===== config.mk =====
export PLATFORM = sky130hd
export DESIGN_NAME = gcd_unit
export DESIGN_NICKNAME = d
export VERILOG_FILES = /design/src/rtl/gcd_unit.sv
export SDC_FILE = /design/constraint.sdc
export NUM_CORES = 1
export LEC_CHECK = 0
export ABC_AREA = 0
export BUFFER_PORTS_ARGS = -buffer_cell sky130_fd_sc_hd__buf_2
export CORE_MARGIN = 2
export CORE_UTILIZATION = 43
export CTS_CLUSTER_DIAMETER = 150
export CTS_CLUSTER_SIZE = 20
export DETAILED_ROUTE_END_ITERATION = 10
export PLACE_DENSITY_LB_ADDON = 0.12
export SLEW_MARGIN = 10
export SYNTH_ARGS = -nofsm -noshare
export SYNTH_HDL_FRONTEND = slang
export SYNTH_SLANG_ARGS = --single-unit

===== constraint.sdc =====
create_clock -name clk -period 7.8 [get_ports clk]
set_input_delay 0.78 -clock clk [delete_from_list [all_inputs] [get_ports clk]]
set_output_delay 0.78 -clock clk [all_outputs]
set_load 0.02 [all_outputs]

===== src/rtl/gcd_unit.sv =====
// gcd_unit: subtractive-Euclid GCD engine with IDLE/CALC/DONE handshake
// Ports: clk, rst_n (async, active-low); start + a_in/b_in sampled only while ready;
// ready/busy/done flag IDLE/CALC/DONE; gcd_out and iter_count hold the last result
// (iter_count = subtractions performed, saturating at all-ones).
module gcd_unit #(
  parameter int WIDTH = 16
) (
  input  logic             clk,
  input  logic             rst_n,
  input  logic             start,
  input  logic [WIDTH-1:0] a_in,
  input  logic [WIDTH-1:0] b_in,
  output logic             ready,
  output logic             busy,
  output logic             done,
  output logic [WIDTH-1:0] gcd_out,
  output logic [WIDTH-1:0] iter_count
);
  typedef enum logic [1:0] {IDLE, CALC, DONE} state_t;
  state_t state;
  logic [WIDTH-1:0] a, b, cnt, cnt_next;
  logic gt, eq, fin;
  assign gt = a > b;
  assign eq = a == b;
  // A zero operand or equal operands both finish; A|B covers every such case.
  assign fin = eq || a == '0 || b == '0;
  assign cnt_next = &cnt ? cnt : cnt + 1'b1;
  always_ff @(posedge clk or negedge rst_n) begin
    if (!rst_n) begin
      state      <= IDLE;
      ready      <= 1'b1;
      busy       <= 1'b0;
      done       <= 1'b0;
      gcd_out    <= '0;
      iter_count <= '0;
      a          <= '0;
      b          <= '0;
      cnt        <= '0;
    end else begin
      case (state)
        IDLE: if (start) begin
          state <= CALC;
          ready <= 1'b0;
          busy  <= 1'b1;
          a     <= a_in;
          b     <= b_in;
          cnt   <= '0;
        end
        CALC: if (fin) begin
          state      <= DONE;
          busy       <= 1'b0;
          done       <= 1'b1;
          gcd_out    <= a | b;
          iter_count <= cnt;
        end else begin
          a   <= gt ? a - b : a;
          b   <= gt ? b : b - a;
          cnt <= cnt_next;
        end
        DONE: begin
          state <= IDLE;
          done  <= 1'b0;
          ready <= 1'b1;
        end
        default: begin
          state <= IDLE;
          ready <= 1'b1;
          busy  <= 1'b0;
          done  <= 1'b0;
        end
      endcase
    end
  end
endmodule


# ---- Word-level counts from Yosys, hierarchy flattened
# Cells that the tools add are included.
dict set report classes {
  order_cmp 1
  n_reduce_logical 15
  n_bitwise 4
  n_mux 22
  eq_ne 9
  add_sub_neg 3
}
# cell count
set ops {}
lappend ops {{16-bit two-way mux} 9}
lappend ops {{16-bit one-hot mux with 2 select lines} 3}
lappend ops {{16-bit zero test} 2}
lappend ops {{16-bit subtractor} 2}
lappend ops {{16-bit by 1-bit adder with 16-bit output (second input constant)} 1}
lappend ops {{16-bit == test} 1}
lappend ops {{16-bit greater-than comparator} 1}
lappend ops {{16-bit OR} 1}
lappend ops {{16-bit AND reduction} 1}
lappend ops {{2-bit != test (second input constant)} 6}
lappend ops {{4-bit AND reduction} 3}
lappend ops {{2-bit AND reduction} 4}
lappend ops {{1-bit two-way mux} 4}
lappend ops {{2-bit two-way mux} 2}
lappend ops {{1-bit one-hot mux with 2 select lines} 2}
lappend ops {{2-bit one-hot mux with 2 select lines} 1}
lappend ops {{1-bit NOT} 3}
lappend ops {{1-bit one-hot mux with 3 select lines} 1}
lappend ops {{3-bit AND reduction} 1}
lappend ops {{2-bit by 1-bit == test with 1-bit output (second input constant)} 1}
lappend ops {{2-bit == test (second input constant)} 1}
lappend ops {{2-bit zero test} 1}
lappend ops {{1-bit logical OR} 2}
lappend ops {{2-bit nonzero test} 1}
dict set report word_totals {
  wordCells 63
  out_inout_bits 35
  register_bits 85
}

# ---- Longest topological paths before layout
# Gate-level depths: netlist of the first run.
dict set report logic_depth {
  ltp_word 5
  depth_mapped 11
  ltp_nobuf 10
}

# ---- Least setup slack after synthesis of the first run
# Ideal clock, no wire load.
dict set report synth_path {
  kind {register to register}
  from {register a[11]}
  to {register b[11]}
  path_stages_with_launch 12
  n_path_buf 2
  arrival_time_ns 2.555
  slack_ns 5.120
  cell_sequence {dfrtp_1 > inv_1 > ha_1 > buf_6 > nor4_4 > nand4_1 > or3_4 > o21ai_1 > a21oi_2 > a21oi_4 > buf_12 > mux2_4}
}
dict set report synth_between {
  elab_chain_cells 5
  word_cells_on_any_way 12
  cone_classes {add/sub (1); order compare (1); eq/ne (3); mux (3); reduce/logical (4)}
}
# element line
set synth_lines {}
lappend synth_lines {{from (decl)} 21} ;# logic [WIDTH-1:0] a, b, cnt, cnt_next;
lappend synth_lines {{from (signal assigned)} 45} ;# a <= a_in;
lappend synth_lines {{from (signal assigned)} 56} ;# a <= gt ? a - b : a;
lappend synth_lines {{branches (longest 5 deep; another with 16-bit subtractor)} --}
lappend synth_lines {{to (signal assigned)} 46} ;# b <= b_in;
lappend synth_lines {{to (signal assigned)} 57} ;# b <= gt ? b : b - a;
lappend synth_lines {{to (decl)} 21}
# Parallel ways; which one is timed is not known. The select of a mux whose other input is x is not followed.
# A chain may end at the register's enable or synchronous reset.

# ---- Worst setup path after layout of the first run
dict set report layout_path {
  from {register a[12]}
  to {register b[7]}
}
dict set report layout_between {
  elab_chain_cells 5
  word_cells_on_any_way 8
  cone_classes {order compare (1); eq/ne (3); reduce/logical (4)}
}
# element
set layout_lines {}
lappend layout_lines {{branches (longest 4 deep; another with 16-bit greater-than comparator)}}
lappend layout_lines {{4-bit AND reduction (no source line) (*)}}
# Every way passes the cells marked *.

==> results.yml, run 1 <==
die:
  core_area_sq_um: 12700
  num_rows: 41
  io-pin-count: 70
  dieArea_sq_um: 14000
  die_y_um: 119
  initial_core_util_pct: 44.3
  fp.dieW_um: 119
drt:
  drt_iter0_drc: 328
  drt-total-wl_um: 14200
  vias: 4549
  first_pass_iters: 5
  drtAntennaViolNets: 0
  drcViolationCount: 0
  wl_per_cell_um: 16.7
  via_per_inst: 5.36
timing:
  finalCritPeriodShare_pct: 42.5
  worst_slew_pin_slew_ns: 1.00
  timing.setup.tns_ns: 0
  setup_violations: 0
  finClkSkew_ns: 0.00663
  finalHoldViolations: 0
  maxSlewViolCount: 0
  rsz0062_at_grt: "no"
  relSlewSlack_pct: 33.0
  fmax_ghz: 0.301
  min_period_ns: 3.32
finish:
  finalInstanceArea_sq_um: 6330
  diodes: 0
  multi_input_area_sq_um: 3140
  post_route_cells_drive_above_1_share_pct: 19.1
  fin_nets: 756
  regArea_sq_um: 2130
  syn_to_final_growth_pct: 12.2
  n_fill_cell: 1240
global_routing:
  antenna_found_initial: 0
  grt.total_usage_pct: 21.2
  grt_first_pass_wirelength_um: 23500
  first_global_vias: 4571
  overflow: 0
  grt_max_degree: 70
pwr:
  p_leak_nw: 3.16
  p_int_mw: 1.82
  combPwrFrac_pct: 67.0
  p_per_area_nw_per_um2: 542
  clockPowerShare_pct: 11.8
  p_sw_share_pct: 47.0
  p_sw_mw: 1.61
  seq_power_share_pct: 21.1
  ir_drop_uv: 237
synthesis:
  yosysMostFrequentCell: "nand2_1"
  yosys_warnings: 0
  synthCells: 618
  synthTopCellsByCount: "nand2_1 (95), dfrtp_1 (84), inv_1 (51)"
  synth-seq-cells: 85
  yosysTopAreaCell: "dfrtp_1"
  synthDistinctLibCells: 63
  synth_area_per_cell_sq_um: 9.13
  synth_top_area_share_pct: 37.3
  synth_area_sq_um: 5640
  yosysSeqAreaShare_pct: 37.7
  synth_nets: 703
  synthArstFlopShare_pct: 100
  synth_flop_cell: "dfrtp_1"
  synth_edf_count: 0
  synthTopCellsByArea: "dfrtp_1 (37%), ha_1 (11%), nand2_1 (6.3%)"
clock_network:
  cts-buffers-inserted: 9
  cts_setup_buffers: 0
  cts_root_buf: "clkbuf_16"
  h-tree-depth: 3
  cts.sinks: 85
  ctsHoldBuffers: 0
  clockBufferDepth: 2
  cts.reportedPaths.clkPinSlew_ns: 0.06
  cts_tree: "yes"
  clk_latency_ns: 0.35
  post_cts_resized: 0
placed_design:
  hpwl_um: 10800
  place_area_sq_um: 6060
  place_congestion: 0.884
  portBuffers: 69
setup_path:
  end_kind: "flip-flop"
  r2r_end: "b[7]$_DFFE_PN0P_"
  cp-start-kind: "flip-flop"
  crit_type: "reg2reg"
  crit_arrival_ns: 3.56
  crit_required_ns: 8.04
  rr_startpoint: "a[12]$_DFFE_PN0P_"
  regToRegSetupSlack_ns: 4.48
  cp_max_fo: 16
  ff2ff_path_depth: 9
status:
  outcome: "completed"
flow_run:
  drv_cap: 0
worst_hold_path:
  hold_class: "in2async"
-- sequential cells by signal, indices dropped and copies added (netlist names) --
signal,flops
iter_count,16
a,16
cnt,16
ready,1
state,2
busy,1
b,16
gcd_out,16
done,1
-- cell type report --
class / count / area share [%]
clock buffers: 9 / 3.56
clock inverters: 7 / 0.771
inverters: 52 / 3.08
multi-input cells: 450 / 49.6
flip-flops and latches: 85 / 33.6
well taps: 172 / 3.40
repair buffers: 73 / 5.97
-- cells in the final DEF (no fill, tap or decap), types with 17 or more instances in the layout --
master	count
a21oi_1	23
dfrtp_1	84
nor4_1	17
o21ai_0	44
xnor2_1	29
nand2_1	95
ha_1	48
buf_2	68
nor2_1	46
inv_1	51
-- power groups by stage --
stage | clock [mW] | sequential, mW | combinational, mW
2_1_floorplan | 0 | 0.690 | 1.89
3_3_place_gp | 0 | 0.730 | 2.25
3_5_place_dp | 0 | 0.730 | 2.28
4_1_cts | 0.414 | 0.723 | 2.29
5_1_grt | 0.434 | 0.742 | 2.55
6_report | 0.407 | 0.725 | 2.30
-- metrics by stage --
stage	util (%)	hold WS, ns	instances	worst slack, ns	power, mW
finish	49.8	0.392	848	4.48	3.43
global route	49.8	0.437	848	4.24	3.72
CTS	49.8	0.412	848	4.50	3.43
detailed placement	47.6	0.458	832	4.50	3.01
global placement	47.6	0.454	832	4.53	2.98
floorplan	-	0.474	618	5.12	2.58
-- worst max-delay path, stage by stage (launching register included) --
cell and delay (ns):
dfrtp_1 0.43, inv_1 0.09, ha_1 0.43, nor4_2 0.40, nand4_1 0.17, or3_4 0.40
o21ai_1 0.12, a21oi_2 0.09, a21oi_4 0.66, mux2_2 0.41
-- cell families after synthesis --
logic type      after synthesis  synth area share (%)
simple gates                214                  17.9
compound gates              117                  13.6
flops                        85                  37.7
buf+inv                      83                  6.83
fa+ha+maj                    50                  11.4
mux                          35                  7.30
xor+xnor                     34                  5.28
-- routing by layer --
layer | wire, um | vias to the layer above | GRT usage (%) | part of all wire, %
li1 | - | 2213 | - | -
met5 | 0 | - | 0 | 0
met4 | 301 | 0 | 8.41 | 2.1
met1 | 6530 | 2200 | 28.4 | 46
met3 | 614 | 23 | 3.81 | 4.3
met2 | 6760 | 113 | 34.0 | 48
-- worst max path at each step --
stage,start,endpoint,cells past startpoint
after CTS,a[12]$_DFFE_PN0P_,b[7]$_DFFE_PN0P_,9
final,a[12]$_DFFE_PN0P_,b[7]$_DFFE_PN0P_,9
after detailed placement,a[13]$_DFFE_PN0P_,b[7]$_DFFE_PN0P_,9
after global routing,a[3]$_DFFE_PN0P_,b[6]$_DFFE_PN0P_,9
after global placement,a[12]$_DFFE_PN0P_,b[7]$_DFFE_PN0P_,9
after floorplan,a[11]$_DFFE_PN0P_,b[11]$_DFFE_PN0P_,11
(Power assumes the default switching activity.)
==> inputs of run 2 (changes only) <==
--- a/config.mk
+++ b/config.mk
@@ -5,7 +5,7 @@
 export SDC_FILE = /design/constraint.sdc
 export NUM_CORES = 1
 export LEC_CHECK = 0
-export ABC_AREA = 0
+export ABC_AREA = 1
 export BUFFER_PORTS_ARGS = -buffer_cell sky130_fd_sc_hd__buf_2
 export CORE_MARGIN = 2
 export CORE_UTILIZATION = 43
==> constraint.sdc (replaced) <==
create_clock -name clk -period 2.9 [get_ports clk]
set_input_delay 0.29 -clock clk [delete_from_list [all_inputs] [get_ports clk]]
set_output_delay 0.29 -clock clk [all_outputs]
set_load 0.02 [all_outputs]
==> results.yml, run 2 <==
placed_design:
  portBuffers: 69
  hpwl_um: 13000
  place_congestion: 0.958
timing:
  relSlewSlack_pct: 44.8
  timing.setup.tns_ns: 0
  maxSlewViolCount: 0
  finalCritPeriodShare_pct: 87.8
  worst_slew_pin_slew_ns: 0.829
  finalHoldViolations: 0
  rsz0062_at_grt: "no"
  finClkSkew_ns: 0.00742
  fmax_ghz: 0.393
  min_period_ns: 2.55
  setup_violations: 0
setup_path:
  rr_startpoint: "a[1]$_DFFE_PN0P_"
  startpoint: "a[1]$_DFFE_PN0P_"
  crit_required_ns: 3.13
  end_kind: "flip-flop"
  cp_max_fo: 29
  regToRegSetupSlack_ns: 0.35
  cp-start-kind: "flip-flop"
  crit_type: "reg2reg"
  crit_arrival_ns: 2.77
synthesis:
  synthTopCellsByArea: "dfrtp_1 (34%), nand2_1 (21%), ha_1 (9.7%)"
  yosysSeqAreaShare_pct: 34.2
  synth_edf_count: 0
  synth_area_sq_um: 6220
  yosysMostFrequentCell: "nand2_1"
  synth_nets: 992
  synth-seq-cells: 85
  yosysTopAreaCell: "dfrtp_1"
  synthTopCellsByCount: "nand2_1 (355), inv_1 (110), dfrtp_1 (84)"
  synthArstFlopShare_pct: 100
  synth_area_per_cell_sq_um: 6.86
  synth_top_area_share_pct: 33.8
  yosys_warnings: 0
  synth_flop_cell: "dfrtp_1"
  synthDistinctLibCells: 40
  synthCells: 907
drt:
  vias: 5795
  drt_iter0_drc: 355
  via_per_inst: 5.00
  wl_per_cell_um: 15.1
  drcViolationCount: 0
  drt-total-wl_um: 17500
  drtAntennaViolNets: 0
  first_pass_iters: 5
global_routing:
  grt.total_usage_pct: 23.0
  first_global_vias: 5391
  antenna_found_initial: 0
  grt_first_pass_wirelength_um: 28100
  overflow: 0
  grt_max_degree: 61
finish:
  n_fill_cell: 1469
  diodes: 0
  fin_nets: 1060
  final_cell_mix: "nand2_1 (355), inv_1 (110), dfrtp_1 (84)"
  final_common_cell: "nand2_1"
  regArea_sq_um: 2130
  multi_input_area_sq_um: 3530
  post_route_cells_drive_above_1_share_pct: 14.5
  syn_to_final_growth_pct: 13.4
clock_network:
  ctsHoldBuffers: 0
  cts_tree: "yes"
  cts.reportedPaths.clkPinSlew_ns: 0.07
  cts-buffers-inserted: 9
  clk_latency_ns: 0.36
  h-tree-depth: 3
  cts_root_buf: "clkbuf_16"
  cts.sinks: 85
  post_cts_resized: 0
  clockBufferDepth: 2
  cts_setup_buffers: 0
status:
  outcome: "completed"
die:
  fp.dieW_um: 124
  num_rows: 43
  io-pin-count: 70
  initial_core_util_pct: 44.5
  core_area_sq_um: 14000
  dieArea_sq_um: 15400
  die_y_um: 124
flow_run:
  drv_cap: 0
worst_hold_path:
  hold_class: "in2async"
[run 2: changes by cell type in the layout (fill, tap and decap cells not counted), sizes merged, moves of 8 or more]
| cell | before | now |
|---|---|---|
| and3 | 8 | 0 |
| o21ai | 47 | 56 |
| mux2i | 13 | 0 |
| nand3 | 5 | 64 |
| xnor2 | 29 | 2 |
| a211oi | 8 | 0 |
| nor2 | 46 | 64 |
| inv | 55 | 120 |
| mux2 | 22 | 0 |
| nor4 | 19 | 1 |
| nand2 | 95 | 377 |
[run 2: cell families after synthesis]
group / count (synthesis) / share of synthesized area [%]
simple gates: 530 / 36.6
buf+inv: 138 / 9.13
compound gates: 90 / 7.82
flops: 85 / 34.2
fa+ha+maj: 50 / 10.3
xor+xnor: 14 / 1.97
[run 2: through the flow]
stage	hold WS [ns]	std cells	utilization (%)	area [sq um]	setup WS (ns)
2_1_floorplan	-0.00559	907	-	6220	0.834
3_3_place_gp	0.437	1144	48.3	6760	0.375
3_5_place_dp	0.439	1144	48.3	6760	0.368
4_1_cts	0.0564	1160	50.4	7050	0.368
5_1_grt	0.0850	1160	50.4	7050	0.121
6_report	0.0130	1160	50.4	7050	0.355
[run 2: cell type report]
| type | count | share of cell area, % |
|---|---|---|
| multi-input combinational | 684 | 50.0 |
| clock inverter | 5 | 0.585 |
| timing repair buffer | 77 | 6.14 |
| tap | 180 | 3.19 |
| inverter | 118 | 6.31 |
| clock buffer | 11 | 3.58 |
| sequential | 85 | 30.2 |
[run 2: final timing paths]
kind,to,cells past startpoint
min reg2reg,iter_count[13]$_DFFE_PN0P_,2
max reg2reg,cnt[4]$_DFFE_PN0P_,12
min in group clk,a[6]$_DFFE_PN0P_,5
min,gcd_out[10]$_DFFE_PN0P_,1
max,cnt[4]$_DFFE_PN0P_,12
max in group asynchronous,cnt[12]$_DFFE_PN0P_,2
[run 2: layer usage]
metal	GRT usage, %	wire [um]	up-vias	part of all wire [%]
li1	-	-	2958	-
met1	35.1	8830	2660	51
met2	33.1	7360	157	42
met3	3.09	885	20	5.1
met4	8.20	389	0	2.2
met5	0	0	-	0
[run 2: worst max-delay path, cell delays in order, from the launching register on]
cell	delay, ns
dfrtp_1	0.43
inv_1	0.23
ha_1	0.27
nor2_1	0.27
nand2_1	0.11
nor2_2	0.13
nand2_4	0.09
nand3_4	0.10
nand2_4	0.17
nand3_4	0.24
inv_2	0.19
nand2_1	0.09
o21ai_0	0.08
Power of run 2 is not shown: default switching activity piles up to over one toggle a cycle in this logic, so the estimate is an artifact.
